`src/rtl/instr_sequencer.sv`:
```
// -----------------------------------------------------------------------------
// instr_sequencer
//   Instruction-sequencing controller. Fetches {opcode, a, b} words from an
//   instruction ROM addressed by pc, decodes them and drives a datapath through
//   an enable/done handshake. Supports jump and halt opcodes, a done-timeout
//   watchdog, abort, sticky error flags and a saturating retired-op counter.
//
// Ports:
//   clk            rising-edge clock
//   reset          asynchronous active-low reset
//   go             start pulse, accepted in IDLE or ERROR
//   abort          synchronous return to IDLE from any non-IDLE state
//   instruction    ROM data for the current pc
//   done           datapath completion, only looked at in EXEC
//   enable         datapath enable, high in every EXEC cycle
//   pc             ROM address
//   opcode, a, b   latched instruction fields
//   busy           high in FETCH, DECODE and EXEC
//   halted         program ended by the halt opcode
//   invalid_opcode sticky undefined-opcode flag
//   timeout_err    sticky watchdog flag
//   instr_count    retired datapath instructions, saturating
// -----------------------------------------------------------------------------
module instr_sequencer #(
  parameter int OPERAND_W     = 8,
  parameter int OPC_W         = 4,
  parameter int ADDR          = 5,
  parameter int INSTR_LEN     = OPC_W + 2 * OPERAND_W,
  parameter int NUM_VALID_OPS = 4,
  parameter int JUMP_OPC      = (1 << OPC_W) - 2,
  parameter int HALT_OPC      = (1 << OPC_W) - 1,
  parameter int MEM_LAT       = 1,
  parameter int TIMEOUT       = 255
) (
  input  logic                 clk,
  input  logic                 reset,
  input  logic                 go,
  input  logic                 abort,
  input  logic [INSTR_LEN-1:0] instruction,
  input  logic                 done,
  output logic                 enable,
  output logic [ADDR-1:0]      pc,
  output logic [OPC_W-1:0]     opcode,
  output logic [OPERAND_W-1:0] a,
  output logic [OPERAND_W-1:0] b,
  output logic                 busy,
  output logic                 halted,
  output logic                 invalid_opcode,
  output logic                 timeout_err,
  output logic [ADDR:0]        instr_count
);

  localparam int LAT_W   = (MEM_LAT > 1) ? $clog2(MEM_LAT) : 1;
  localparam int WD_W    = (TIMEOUT > 1) ? $clog2(TIMEOUT) : 1;
  // Watchdog fires in the TIMEOUT-th EXEC cycle, when the counter holds TIMEOUT-1.
  localparam int WD_LAST = (TIMEOUT > 0) ? TIMEOUT - 1 : 0;

  typedef enum logic [2:0] {
    ST_IDLE   = 3'd0,
    ST_FETCH  = 3'd1,
    ST_DECODE = 3'd2,
    ST_EXEC   = 3'd3,
    ST_ERROR  = 3'd4
  } state_t;

  state_t               state_r, state_nxt_s;
  logic [ADDR-1:0]      pc_r, pc_nxt_s;
  logic [OPC_W-1:0]     opcode_r, opcode_nxt_s;
  logic [OPERAND_W-1:0] a_r, a_nxt_s;
  logic [OPERAND_W-1:0] b_r, b_nxt_s;
  logic                 enable_r, enable_nxt_s;
  logic                 busy_r, busy_nxt_s;
  logic                 halted_r, halted_nxt_s;
  logic                 inv_r, inv_nxt_s;
  logic                 to_r, to_nxt_s;
  logic [ADDR:0]        cnt_r, cnt_nxt_s;
  logic [LAT_W-1:0]     lat_r, lat_nxt_s;
  logic [WD_W-1:0]      wd_r, wd_nxt_s;

  // Next-state and next-output logic; abort overrides everything outside IDLE.
  always_comb begin
    state_nxt_s  = state_r;
    pc_nxt_s     = pc_r;
    opcode_nxt_s = opcode_r;
    a_nxt_s      = a_r;
    b_nxt_s      = b_r;
    halted_nxt_s = halted_r;
    inv_nxt_s    = inv_r;
    to_nxt_s     = to_r;
    cnt_nxt_s    = cnt_r;
    lat_nxt_s    = lat_r;
    wd_nxt_s     = wd_r;
    if (abort && (state_r != ST_IDLE)) begin
      state_nxt_s = ST_IDLE;
    end else begin
      case (state_r)
        ST_IDLE: begin
          if (go) begin
            state_nxt_s  = ST_FETCH;
            pc_nxt_s     = '0;
            cnt_nxt_s    = '0;
            halted_nxt_s = 1'b0;
            lat_nxt_s    = '0;
          end else begin
            state_nxt_s = ST_IDLE;
          end
        end
        ST_ERROR: begin
          if (go) begin
            state_nxt_s  = ST_FETCH;
            pc_nxt_s     = '0;
            cnt_nxt_s    = '0;
            halted_nxt_s = 1'b0;
            lat_nxt_s    = '0;
            inv_nxt_s    = 1'b0;
            to_nxt_s     = 1'b0;
          end else begin
            state_nxt_s = ST_ERROR;
          end
        end
        ST_FETCH: begin
          // pc is held for MEM_LAT cycles; fields are captured on the last one.
          if (lat_r == LAT_W'(MEM_LAT - 1)) begin
            opcode_nxt_s = instruction[INSTR_LEN-1 -: OPC_W];
            a_nxt_s      = instruction[2*OPERAND_W-1 -: OPERAND_W];
            b_nxt_s      = instruction[OPERAND_W-1:0];
            lat_nxt_s    = '0;
            state_nxt_s  = ST_DECODE;
          end else begin
            lat_nxt_s = lat_r + LAT_W'(1);
          end
        end
        ST_DECODE: begin
          // Halt and jump are checked before the datapath-range test.
          if (opcode_r == OPC_W'(HALT_OPC)) begin
            halted_nxt_s = 1'b1;
            state_nxt_s  = ST_IDLE;
          end else if (opcode_r == OPC_W'(JUMP_OPC)) begin
            pc_nxt_s    = ADDR'(a_r);
            lat_nxt_s   = '0;
            state_nxt_s = ST_FETCH;
          end else if ({1'b0, opcode_r} < (OPC_W + 1)'(NUM_VALID_OPS)) begin
            wd_nxt_s    = '0;
            state_nxt_s = ST_EXEC;
          end else begin
            inv_nxt_s   = 1'b1;
            state_nxt_s = ST_ERROR;
          end
        end
        ST_EXEC: begin
          // done beats a watchdog expiry landing in the same cycle.
          if (done) begin
            pc_nxt_s    = pc_r + ADDR'(1);
            cnt_nxt_s   = (cnt_r == {(ADDR + 1){1'b1}}) ? cnt_r : cnt_r + (ADDR + 1)'(1);
            lat_nxt_s   = '0;
            state_nxt_s = ST_FETCH;
          end else if ((TIMEOUT > 0) && (wd_r == WD_W'(WD_LAST))) begin
            to_nxt_s    = 1'b1;
            state_nxt_s = ST_ERROR;
          end else begin
            wd_nxt_s = wd_r + WD_W'(1);
          end
        end
        default: begin
          state_nxt_s = ST_IDLE;
        end
      endcase
    end
    // enable/busy are registered from the upcoming state so they align with it.
    enable_nxt_s = (state_nxt_s == ST_EXEC);
    busy_nxt_s   = (state_nxt_s == ST_FETCH) || (state_nxt_s == ST_DECODE) ||
                   (state_nxt_s == ST_EXEC);
  end

  // State and output registers with asynchronous clear.
  always_ff @(posedge clk or negedge reset) begin
    if (!reset) begin
      state_r  <= ST_IDLE;
      pc_r     <= '0;
      opcode_r <= '0;
      a_r      <= '0;
      b_r      <= '0;
      enable_r <= 1'b0;
      busy_r   <= 1'b0;
      halted_r <= 1'b0;
      inv_r    <= 1'b0;
      to_r     <= 1'b0;
      cnt_r    <= '0;
      lat_r    <= '0;
      wd_r     <= '0;
    end else begin
      state_r  <= state_nxt_s;
      pc_r     <= pc_nxt_s;
      opcode_r <= opcode_nxt_s;
      a_r      <= a_nxt_s;
      b_r      <= b_nxt_s;
      enable_r <= enable_nxt_s;
      busy_r   <= busy_nxt_s;
      halted_r <= halted_nxt_s;
      inv_r    <= inv_nxt_s;
      to_r     <= to_nxt_s;
      cnt_r    <= cnt_nxt_s;
      lat_r    <= lat_nxt_s;
      wd_r     <= wd_nxt_s;
    end
  end

  assign enable         = enable_r;
  assign pc             = pc_r;
  assign opcode         = opcode_r;
  assign a              = a_r;
  assign b              = b_r;
  assign busy           = busy_r;
  assign halted         = halted_r;
  assign invalid_opcode = inv_r;
  assign timeout_err    = to_r;
  assign instr_count    = cnt_r;

endmodule

```
`config.mk`:
```
export PLATFORM = sky130hd
export DESIGN_NAME = instr_sequencer
export DESIGN_NICKNAME = d
export VERILOG_FILES = /design/src/rtl/instr_sequencer.sv
export SDC_FILE = /design/constraint.sdc
export NUM_CORES = 1
export LEC_CHECK = 0
export BUFFER_PORTS_ARGS = -buffer_cell sky130_fd_sc_hd__buf_4
export CAP_MARGIN = 10
export CORE_MARGIN = 3
export CORE_UTILIZATION = 48
export CTS_CLUSTER_SIZE = 20
export DETAILED_ROUTE_END_ITERATION = 8
export GPL_ROUTABILITY_DRIVEN = 1
export PLACE_DENSITY = 0.82
export SETUP_SLACK_MARGIN = 0.02
export SYNTH_ARGS = -nofsm -noshare
export SYNTH_HDL_FRONTEND = slang
export SYNTH_SLANG_ARGS = --single-unit
```
`constraint.sdc`:
```
create_clock -name clk -period 1.8 [get_ports clk]
set_input_delay 0.36 -clock clk [delete_from_list [all_inputs] [get_ports clk]]
set_output_delay 0.36 -clock clk [all_outputs]
set_load 0.01 [all_outputs]
```
==> results of run 1 <==
==> area by class of cell <==
class,instances,area (µm²)
repair buffers,90,724.4
multi-input cells,166,1330
flip-flops and latches,47,1179
well taps,67,83.83
clock buffers,5,68.82
fillers,349,1414
inverters,7,26.28
clock inverters,3,22.52
==> through the flow <==
stage                     setup slack (ns)  instances  total power [W]  TNS (ns)  hold WS [ns]
after floorplan                   -0.07719        227         0.003207    -1.518       0.06441
after global placement            -0.05586        372         0.004217    -1.130        0.3959
after detailed placement           -0.1076        372         0.004319    -2.048        0.4049
after CTS                          -0.1154        380         0.005061    -2.102       0.05941
after global routing               -0.2064        385         0.005694    -4.157       0.07781
final                              -0.1372        385         0.005379    -2.575       0.04249
==> metal layers <==
layer | routed length, µm | track usage | vias to the layer above
met2 | 3125 | 0.3108 | 79
met4 | 82 | 0.05872 | 0
met3 | 454 | 0.06845 | 8
met1 | 2608 | 0.2421 | 1038
met5 | 0 | 0 | -
li1 | - | - | 1006
==> worst min path at each step <==
stage               start          endpoint  cells after the start
detailed placement  reset  a[6]$_DFFE_PN0P_                      1
finish              reset  a[1]$_DFFE_PN0P_                      1
CTS                 reset  a[6]$_DFFE_PN0P_                      1
global placement    reset  a[6]$_DFFE_PN0P_                      1
global route        reset  a[1]$_DFFE_PN0P_                      1
floorplan           reset  a[0]$_DFFE_PN0P_                      0
==> worst max-delay path, cell delays in order (launching register included) <==
cell     delay [ns]
dfrtp_1        0.39
buf_6          0.18
nor3b_4        0.06
nor3b_2        0.16
or2_2          0.32
nor2_4         0.22
buf_12         0.18
mux2_4         0.31
==> cell usage in the layout, fill, tap and decap left out, drive strengths merged, types with 2 or more instances in the layout <==
master	instances
dfrtp	47
buf	89
or3	3
a31oi	6
and2	3
inv	9
nand3b	2
nand2	16
ha	4
nand3	8
o21ai	23
nor4	2
mux2	20
nor3	5
clkbuf	6
or2	4
o32ai	2
o2bb2ai	3
nand4	2
nor3b	3
nor2	25
o31ai	4
xnor2	3
a21oi	10
or4b	2
==> where the power goes <==
| group | leakage [nW] | internal [W] | switching [W] | total, W |
|---|---|---|---|---|
| registers | 0.601 | 0.00145 | 0.000330 | 0.00178 |
| logic | 0.934 | 0.00159 | 0.00133 | 0.00292 |
| clock network | 0.0489 | 0.000282 | 0.000398 | 0.000680 |
==> flip-flops by register name, indices dropped and copies added, names as in the netlist <==
signal / cells
a: 8
b: 8
wd_r: 8
instr_count: 6
pc: 5
opcode: 4
state_r: 3
busy: 1
enable: 1
halted: 1
invalid_opcode: 1
timeout_err: 1
==> cell families (layout without fill, tap and decap cells) <==
kind of cell / after synthesis / after routing
compound gates: 57 / 58
simple gates: 80 / 80
xor+xnor: 3 / 3
flops: 47 / 47
buf+inv: 15 / 105
fa+ha+maj: 4 / 4
mux: 21 / 21
==> what timing repair did <==
item / in CTS / in global routing
setup endpoints to repair: 29 / 34
buffers inserted: 0 / 2
resized for setup: 9 / 29
pin swaps: 2 / 10
gates cloned: 0 / 3
hold buffers: 0 / 0
==> results.yml, run 1 <==
run_status:
  outcome: "finished, violations left"
  failed_checks: "setup timing"
flow_run:
  max_cap_viol_count: 0
synth:
  synth_async_sr_flop_share: 1.000
  postSynthRegisterBits: 47
  yosys.area_share.xor_xnor: 0.01066
  ys_types: 51
  syn_area_per_cell_um2: 10.86
  synth-compound-area-share: 0.1574
  syn-cell-area_mm2: 0.002465
  postSynth.topFlopCell: "dfrtp_1"
  postSynthNetCount: 256
  yosysWarnings: 0
  synthMostInstantiatedCell: "dfrtp_1"
  synth_top_family_by_area: "simple AND/OR/NAND/NOR gates"
  synthMuxAreaShare: 0.1259
  share_of_the_yosys_chip_area_belonging_to_registers: 0.4772
  ranking_of_synthesized_cells_by_instance_count: "dfrtp_1 (47), nor2_1 (24), o21ai_0 (22)"
  synth.top_cell.area_share: 0.4772
  synth_enable_flop_cells: 0
  post_synth_inst_count: 227
  basic_gate_share_of_the_synthesized_area_counting_and_or_nand_and_nor_cells: 0.1751
  top_cell_type_by_total_area_after_synthesis: "dfrtp_1"
  synth-adder-area-share: 0.02030
  synthTopCellsByArea: "dfrtp_1 (48%), mux2_4 (12%), o21ai_0 (4.5%)"
sta:
  min_period_over_period: 1.076
  setup_viol_count_final: 22
  finalHoldViolCount: 0
  worst-slew-pin-transition_ns: 0.6241
  setup_repair_after_global_routing_missed_its_margin: "yes"
  timing_max_transition_violations_final: 0
  period_needed_ns: 1.937
  fin_ws_ns: -0.1372
  maxSlewHeadroom: 0.5805
  clock_skew_ns: 0.009414
  maxClockFrequency_mhz: 516.2
placed_design:
  dpl_cell_area_mm2: 0.003152
  numPortBuffers: 60
  place.detailed.hpwl_um: 4091
  routabilityCongestion: 0.8377
clock_network:
  tritoncts_buffers: 5
  clock_tree.htree_level_count: 2
  worst_setup_hold_path_clk_slew_ns: 0.09
  clock-sinks: 47
  cts_tree: "done"
  cts.path.max_buffers: 2
  cts_root_buffer: "clkbuf_8"
  worst_skew_pair.late_latency_ns: 0.32
critical_path:
  timing.critical_path.arrival_ns: 2.14
  critical_path.endpoint: "b[4]$_DFFE_PN0P_"
  r2r.worst_path.cells: 7
  timing.critical_path.required_ns: 2.00
  critical_path.startpoint: "state_r[0]$_DFF_PN0_"
  timing.reg2reg.setup_slack_ns: -0.14
  setup.worst_path.class: "flip-flop to flip-flop"
  cp_max_fo: 13
  r2r_end: "b[4]$_DFFE_PN0P_"
  cp-start-kind: "flip-flop"
  worstReg2RegStart: "state_r[0]$_DFF_PN0_"
  worstSetupEndpointType: "flip-flop"
routing:
  detail_route.wirelength_um: 6270
  detail_route.wl_per_cell_um: 16.29
  avgViaCountPerCell: 5.535
  drt_iter0_drc: 162
  ant_nets: 0
  drt_first_pass_iters: 4
  remaining_drc_errors: 0
  vias: 2131
power_and_ir_drop:
  p_leak_nw: 1.583
  vdd_drop_max_mv: 1.039
  power_dens_cells_mw_per_mm2: 1566
die:
  num_io_pins: 61
  die_w_um: 77.66
  floorplan.die_area_mm2: 0.006031
  core_region_area_mm2: 0.004848
  floorplan.rows: 25
  die_height_um: 77.66
  floorplan.initialDensity: 0.5084
grt:
  grt_start_max_net_pins: 48
  grt_antenna_before_repair: 0
  grt_pass1_wl_um: 9342
  grt_util_all_layers: 0.1927
  globalRoute.totalOverflow: 0
  first_global_vias: 2032
cells_and_area:
  final_design_area_no_fill_mm2: 0.003435
  layout-area-overhead-vs-synth_pct: 39.34
  finish.utilization: 0.7084
  drive_gt1_frac: 0.4748
  antenna_cells: 0
  nets: 346
worst_hold_path:
  timing.hold.worst.class: "primary input to async pin"
Note: power is estimated with default switching activity, not from simulation.
==> run 2, diff against run 1 <==
Settings changed: BUFFER_PORTS_ARGS -buffer_cell sky130_fd_sc_hd__buf_4 to not set, CORE_ASPECT_RATIO set to 2, CORE_UTILIZATION 48 to 28, DONT_BUFFER_PORTS set to 1, PLACE_DENSITY 0.82 to 0.49.
==> run 2 against run 1 <==
- the run still ends with setup timing left
- clock skew down 0.00083 ns
- setup slack lost 0.049 ns
- critical path depth did not move
- flip-flop and latch count unchanged
- non-clock buffer count down 38
- die area grew 66%
- clock-buffer cell count rose by 1
- hold slack gained 0.17 ns
- critical path type unchanged
==> results.yml, run 2 (synthesis results as in run 1) <==
clock_network:
  worst_setup_hold_path_clk_slew_ns: 0.06
  cts.path.max_buffers: 2
  worst_skew_pair.late_latency_ns: 0.29
  cts_root_buffer: "clkbuf_16"
  clock-sinks: 47
  cts_tree: "done"
  tritoncts_buffers: 5
  clock_tree.htree_level_count: 2
sta:
  setup_repair_after_global_routing_missed_its_margin: "yes"
  setup_viol_count_final: 27
  maxClockFrequency_mhz: 503.5
  maxSlewHeadroom: 0.7115
  worst-slew-pin-transition_ns: 0.4292
  period_needed_ns: 1.986
  fin_ws_ns: -0.1860
  clock_skew_ns: 0.008584
  finalHoldViolCount: 0
  min_period_over_period: 1.103
  timing_max_transition_violations_final: 0
routing:
  ant_nets: 0
  drt_first_pass_iters: 5
  remaining_drc_errors: 0
  vias: 1981
  avgViaCountPerCell: 5.269
  detail_route.wirelength_um: 6611
  drt_iter0_drc: 86
  detail_route.wl_per_cell_um: 17.58
placed_design:
  dp_cells: 352
  routabilityCongestion: 0.8091
  dpl_cell_area_mm2: 0.002820
  place.detailed.hpwl_um: 4635
  numPortBuffers: 0
run_status:
  outcome: "finished, violations left"
  failed_checks: "setup timing"
power_and_ir_drop:
  p_clk_frac: 0.172
  power_switching_w: 0.002022
  p_leak_nw: 1.457
  internal_power_w: 0.003494
  totalPowerFinal_w: 0.005516
  netSwitchingFraction: 0.3666
  power_dens_cells_mw_per_mm2: 1638
  vdd_drop_max_mv: 0.7546
  seq_power_share: 0.350
  combinational_group_share_of_total_power: 0.478
grt:
  grt_start_max_net_pins: 48
  grt_antenna_before_repair: 0
  globalRoute.totalOverflow: 0
  grt_pass1_wl_um: 10520
  first_global_vias: 2054
  grt_util_all_layers: 0.1363
critical_path:
  path_delay_family: "simple AND/OR/NAND/NOR gates"
  timing.critical_path.required_ns: 1.97
  cp_max_fo: 5
  max_stage_delay_ns: 0.51
  worstPathBufferInverterCount: 2
  timing.critical_path.arrival_ns: 2.16
  cp-start-kind: "flip-flop"
  setup.worst_path.class: "flip-flop to flip-flop"
  worst_path_max_delay_cell: "or4b_4"
  cell_chain_critical_path: "or4b_4 -> a21oi_2 -> or2_4 -> nor2_4 -> buf_4 -> buf_12 -> mux2_4"
  worstSetupEndpointType: "flip-flop"
cells_and_area:
  layout-area-overhead-vs-synth_pct: 36.60
  drive_gt1_frac: 0.4353
  final_design_area_no_fill_mm2: 0.003367
  n_fill_cell: 819
  nets: 307
  mostFrequentLayoutCell: "dfrtp_1"
  instances_no_fill: 376
  ff_latch_area_mm2: 0.001180
  final_cell_mix: "dfrtp_1 (44), buf_4 (39), nor2_1 (21)"
  combined_area_of_the_multi_input_logic_cells_mm2: 0.001359
  antenna_cells: 0
  finish.utilization: 0.4004
die:
  floorplan.initialDensity: 0.2931
  floorplan.rows: 47
  die_w_um: 72.35
  die_height_um: 138.7
  num_io_pins: 61
  core_region_area_mm2: 0.008409
  floorplan.die_area_mm2: 0.01003
worst_hold_path:
  timing.hold.worst.class: "primary input to flip-flop"
flow_run:
  max_cap_viol_count: 0
-- run 2: changes by cell type in the layout (fill, tap and decap cells not counted), moves of 3 or more --
cell / change
buf_16: +3
clkbuf_16: +5
buf_12: +3
buf_4: -44
clkbuf_8: -4
o21ai_1: -3
o21ai_2: +5
-- run 2: path summary, 6_finish.rpt --
check,slack [ns],to,depth (start not counted),start
max in group asynchronous,0.99,opcode[2]$_DFFE_PN0P_,2,reset
setup / recovery,-0.19,a[7]$_DFFE_PN0P_,7,opcode[2]$_DFFE_PN0P_
min in group asynchronous,0.56,pc[0]$_DFFE_PN0P_,2,reset
hold / removal,0.21,opcode[3]$_DFFE_PN0P_,1,instruction[19]
hold reg to reg,0.51,wd_r[4]$_DFFE_PN0P_,1,wd_r[4]$_DFFE_PN0P_
setup reg to reg,-0.19,a[7]$_DFFE_PN0P_,7,opcode[2]$_DFFE_PN0P_
-- run 2: layout make-up --
type / count / share of cell area
Clock inverter: 1 / 0.001486
Clock buffer: 6 / 0.04125
Tap cell: 98 / 0.03642
Sequential cell: 47 / 0.3504
Inverter: 7 / 0.007804
Timing Repair Buffer: 52 / 0.1590
Multi-Input combinational cell: 165 / 0.4036
-- run 2: power groups by stage --
| stage | sequential [W] | clock (W) | combinational, W |
|---|---|---|---|
| 3_5_place_dp | 0.00194 | 0 | 0.00199 |
| 3_3_place_gp | 0.00194 | 0 | 0.00196 |
| 6_report | 0.00193 | 0.000947 | 0.00264 |
| 4_1_cts | 0.00194 | 0.000977 | 0.00241 |
| 2_1_floorplan | 0.00190 | 0 | 0.00131 |
| 5_1_grt | 0.00199 | 0.00102 | 0.00286 |
-- run 2: what timing repair did --
item / CTS / global route
endpoints found under the hold margin: 47 / 0
hold buffers: 2 / 0
gates resized for setup: 31 / 25
endpoints found under the setup margin: 35 / 41
gates cloned: 3 / 1
setup buffers: 6 / 6
pin swaps: 5 / 11
-- run 2: through the flow --
stage          setup WS, ns  TNS (ns)  hold slack [ns]
2_1_floorplan      -0.07719    -1.518          0.06441
3_3_place_gp        -0.1531    -3.523          0.06594
3_5_place_dp        -0.1355    -3.144          0.06580
4_1_cts             -0.1691    -2.860           0.2037
5_1_grt             -0.2238    -5.277           0.1988
6_report            -0.1860    -3.658           0.2132
-- run 2: layer usage --
metal / GRT usage / vias up / routed length [µm]
met5: 0 / - / 0
met4: 0.08127 / 0 / 157
met3: 0.03048 / 8 / 269
met2: 0.2468 / 50 / 3939
met1: 0.1350 / 997 / 2245
li1: - / 926 / -
==> run 3, diff against run 2 <==
Settings changed: PLACE_DENSITY 0.49 to 0.47.
Clock period 1.8 ns to 2 ns, I/O delays scaled along.
==> run 3 against run 2 <==
- the run now ends clean
- sequential share of layout area is 5.0 points higher
- global-route usage shrank 0.83 points
- first-iteration DRC count down 30%
- register-to-register slack better by 0.27 ns
- setup slack gained 0.27 ns
- largest cell class unchanged
==> results.yml, run 3 (synthesis results as in run 1) <==
die:
  floorplan.initialDensity: 0.2931
  floorplan.die_area_mm2: 0.01003
  floorplan.rows: 47
  num_io_pins: 61
  die_height_um: 138.7
  core_region_area_mm2: 0.008409
  die_w_um: 72.35
sta:
  setup-tns-final_ns: 0
  timing_max_transition_violations_final: 0
  clock_skew_ns: 0.005345
  min_period_over_period: 0.9569
  setup_repair_after_global_routing_missed_its_margin: "no"
  maxSlewHeadroom: 0.6634
  worst-slew-pin-transition_ns: 0.5034
  finalHoldViolCount: 0
  maxClockFrequency_mhz: 522.5
  setup_viol_count_final: 0
  period_needed_ns: 1.914
critical_path:
  max_stage_delay_ns: 0.54
  cell_chain_critical_path: "or4b_1 -> a21oi_2 -> or2_4 -> nor2_4 -> buf_12 -> mux2_4"
  worst_path_max_delay_cell: "or4b_1"
  setup.worst_path.class: "flip-flop to flip-flop"
  timing.critical_path.required_ns: 2.17
  cp_max_fo: 10
  timing.critical_path.arrival_ns: 2.08
  worstSetupEndpointType: "flip-flop"
  cp-start-kind: "flip-flop"
cells_and_area:
  nets: 279
  drive_gt1_frac: 0.2709
  mostFrequentLayoutCell: "dfrtp_1"
  layout-area-overhead-vs-synth_pct: 19.24
  finish.utilization: 0.3495
  antenna_cells: 0
  n_fill_cell: 841
  final_cell_mix: "dfrtp_1 (47), nor2_1 (24), mux2_4 (20), buf_4 (20), o21ai_0 (19)"
grt:
  globalRoute.totalOverflow: 0
  grt_pass1_wl_um: 9818
  first_global_vias: 1898
  grt_antenna_before_repair: 0
  grt_start_max_net_pins: 48
  grt_util_all_layers: 0.1280
worst_hold_path:
  timing.hold.worst.class: "primary input to flip-flop"
routing:
  drt_first_pass_iters: 4
  vias: 1806
  drt_iter0_drc: 60
  detail_route.wl_per_cell_um: 17.43
  ant_nets: 0
  detail_route.wirelength_um: 6082
  avgViaCountPerCell: 5.175
  remaining_drc_errors: 0
clock_network:
  cts_tree: "done"
  worst_setup_hold_path_clk_slew_ns: 0.06
  worst_skew_pair.late_latency_ns: 0.29
  tritoncts_buffers: 5
  cts_root_buffer: "clkbuf_16"
  clock_tree.htree_level_count: 2
  cts.path.max_buffers: 2
  clock-sinks: 47
placed_design:
  routabilityCongestion: 0.8008
  numPortBuffers: 0
  place.detailed.hpwl_um: 4661
flow_run:
  max_cap_viol_count: 0
power_and_ir_drop:
  vdd_drop_max_mv: 0.7036
  p_leak_nw: 1.268
  totalPowerFinal_w: 0.004287
  power_dens_cells_mw_per_mm2: 1459
run_status:
  outcome: "complete, no violations"
[run 3: routing by layer]
layer	track usage	wire [µm]	vias up
met5	0	0	-
met4	0.07532	263	0
met3	0.03048	269	16
met2	0.2299	3420	49
met1	0.1279	2128	875
li1	-	-	866
[run 3: layout make-up]
| type | instances | area, µm² | share of cell area |
|---|---|---|---|
| Multi-Input combinational cell | 165 | 1241 | 0.4223 |
| Sequential cell | 47 | 1176 | 0.4002 |
| Timing Repair Buffer | 24 | 235.2 | 0.08003 |
| Inverter | 7 | 26.28 | 0.008940 |
| Tap cell | 98 | 122.6 | 0.04172 |
| Clock buffer | 7 | 132.6 | 0.04513 |
| Clock inverter | 1 | 5.005 | 0.001703 |
[run 3: worst max-delay path: cells and delay by family (launching register included)]
kind            cells  cell delay [ns]
flops               1             0.40
buf+inv             1             0.15
mux                 1             0.29
compound gates      1             0.19
simple gates        3             0.76
[run 3: where the power goes]
group,internal [W],switching [W]
Combinational,0.000930,0.000802
Sequential,0.00130,0.000455
Clock,0.000462,0.000338
[run 3: repair_timing]
action,CTS,global route
setup buffers,1,0
gates resized for setup,5,6
hold buffers,2,0
endpoints found under the hold margin,47,0
endpoints found under the setup margin,5,25
cloned,1,0
pin swaps,4,1
[run 3: worst paths after layout]
kind / start / to / slack [ns] / cells after the start
max: opcode[3]$_DFFE_PN0P_ / a[2]$_DFFE_PN0P_ / 0.09 / 6
min in group asynchronous: reset / pc[0]$_DFFE_PN0P_ / 0.60 / 2
min: instruction[1] / b[1]$_DFFE_PN0P_ / 0.26 / 1
min reg2reg: wd_r[5]$_DFFE_PN0P_ / wd_r[5]$_DFFE_PN0P_ / 0.50 / 1
max in group asynchronous: reset / state_r[2]$_DFF_PN0_ / 1.17 / 2
max reg2reg: opcode[3]$_DFFE_PN0P_ / a[2]$_DFFE_PN0P_ / 0.09 / 6
[run 3: per-stage QoR]
stage	worst slack [ns]	std cells	instance area, µm²	hold slack [ns]
global route	0.02779	349	2939	0.2450
global placement	0.04427	337	2694	0.1059
CTS	0.03467	349	2920	0.2487
floorplan	0.09036	227	2465	0.1044
finish	0.08612	349	2939	0.2583
detailed placement	0.04024	337	2694	0.1059
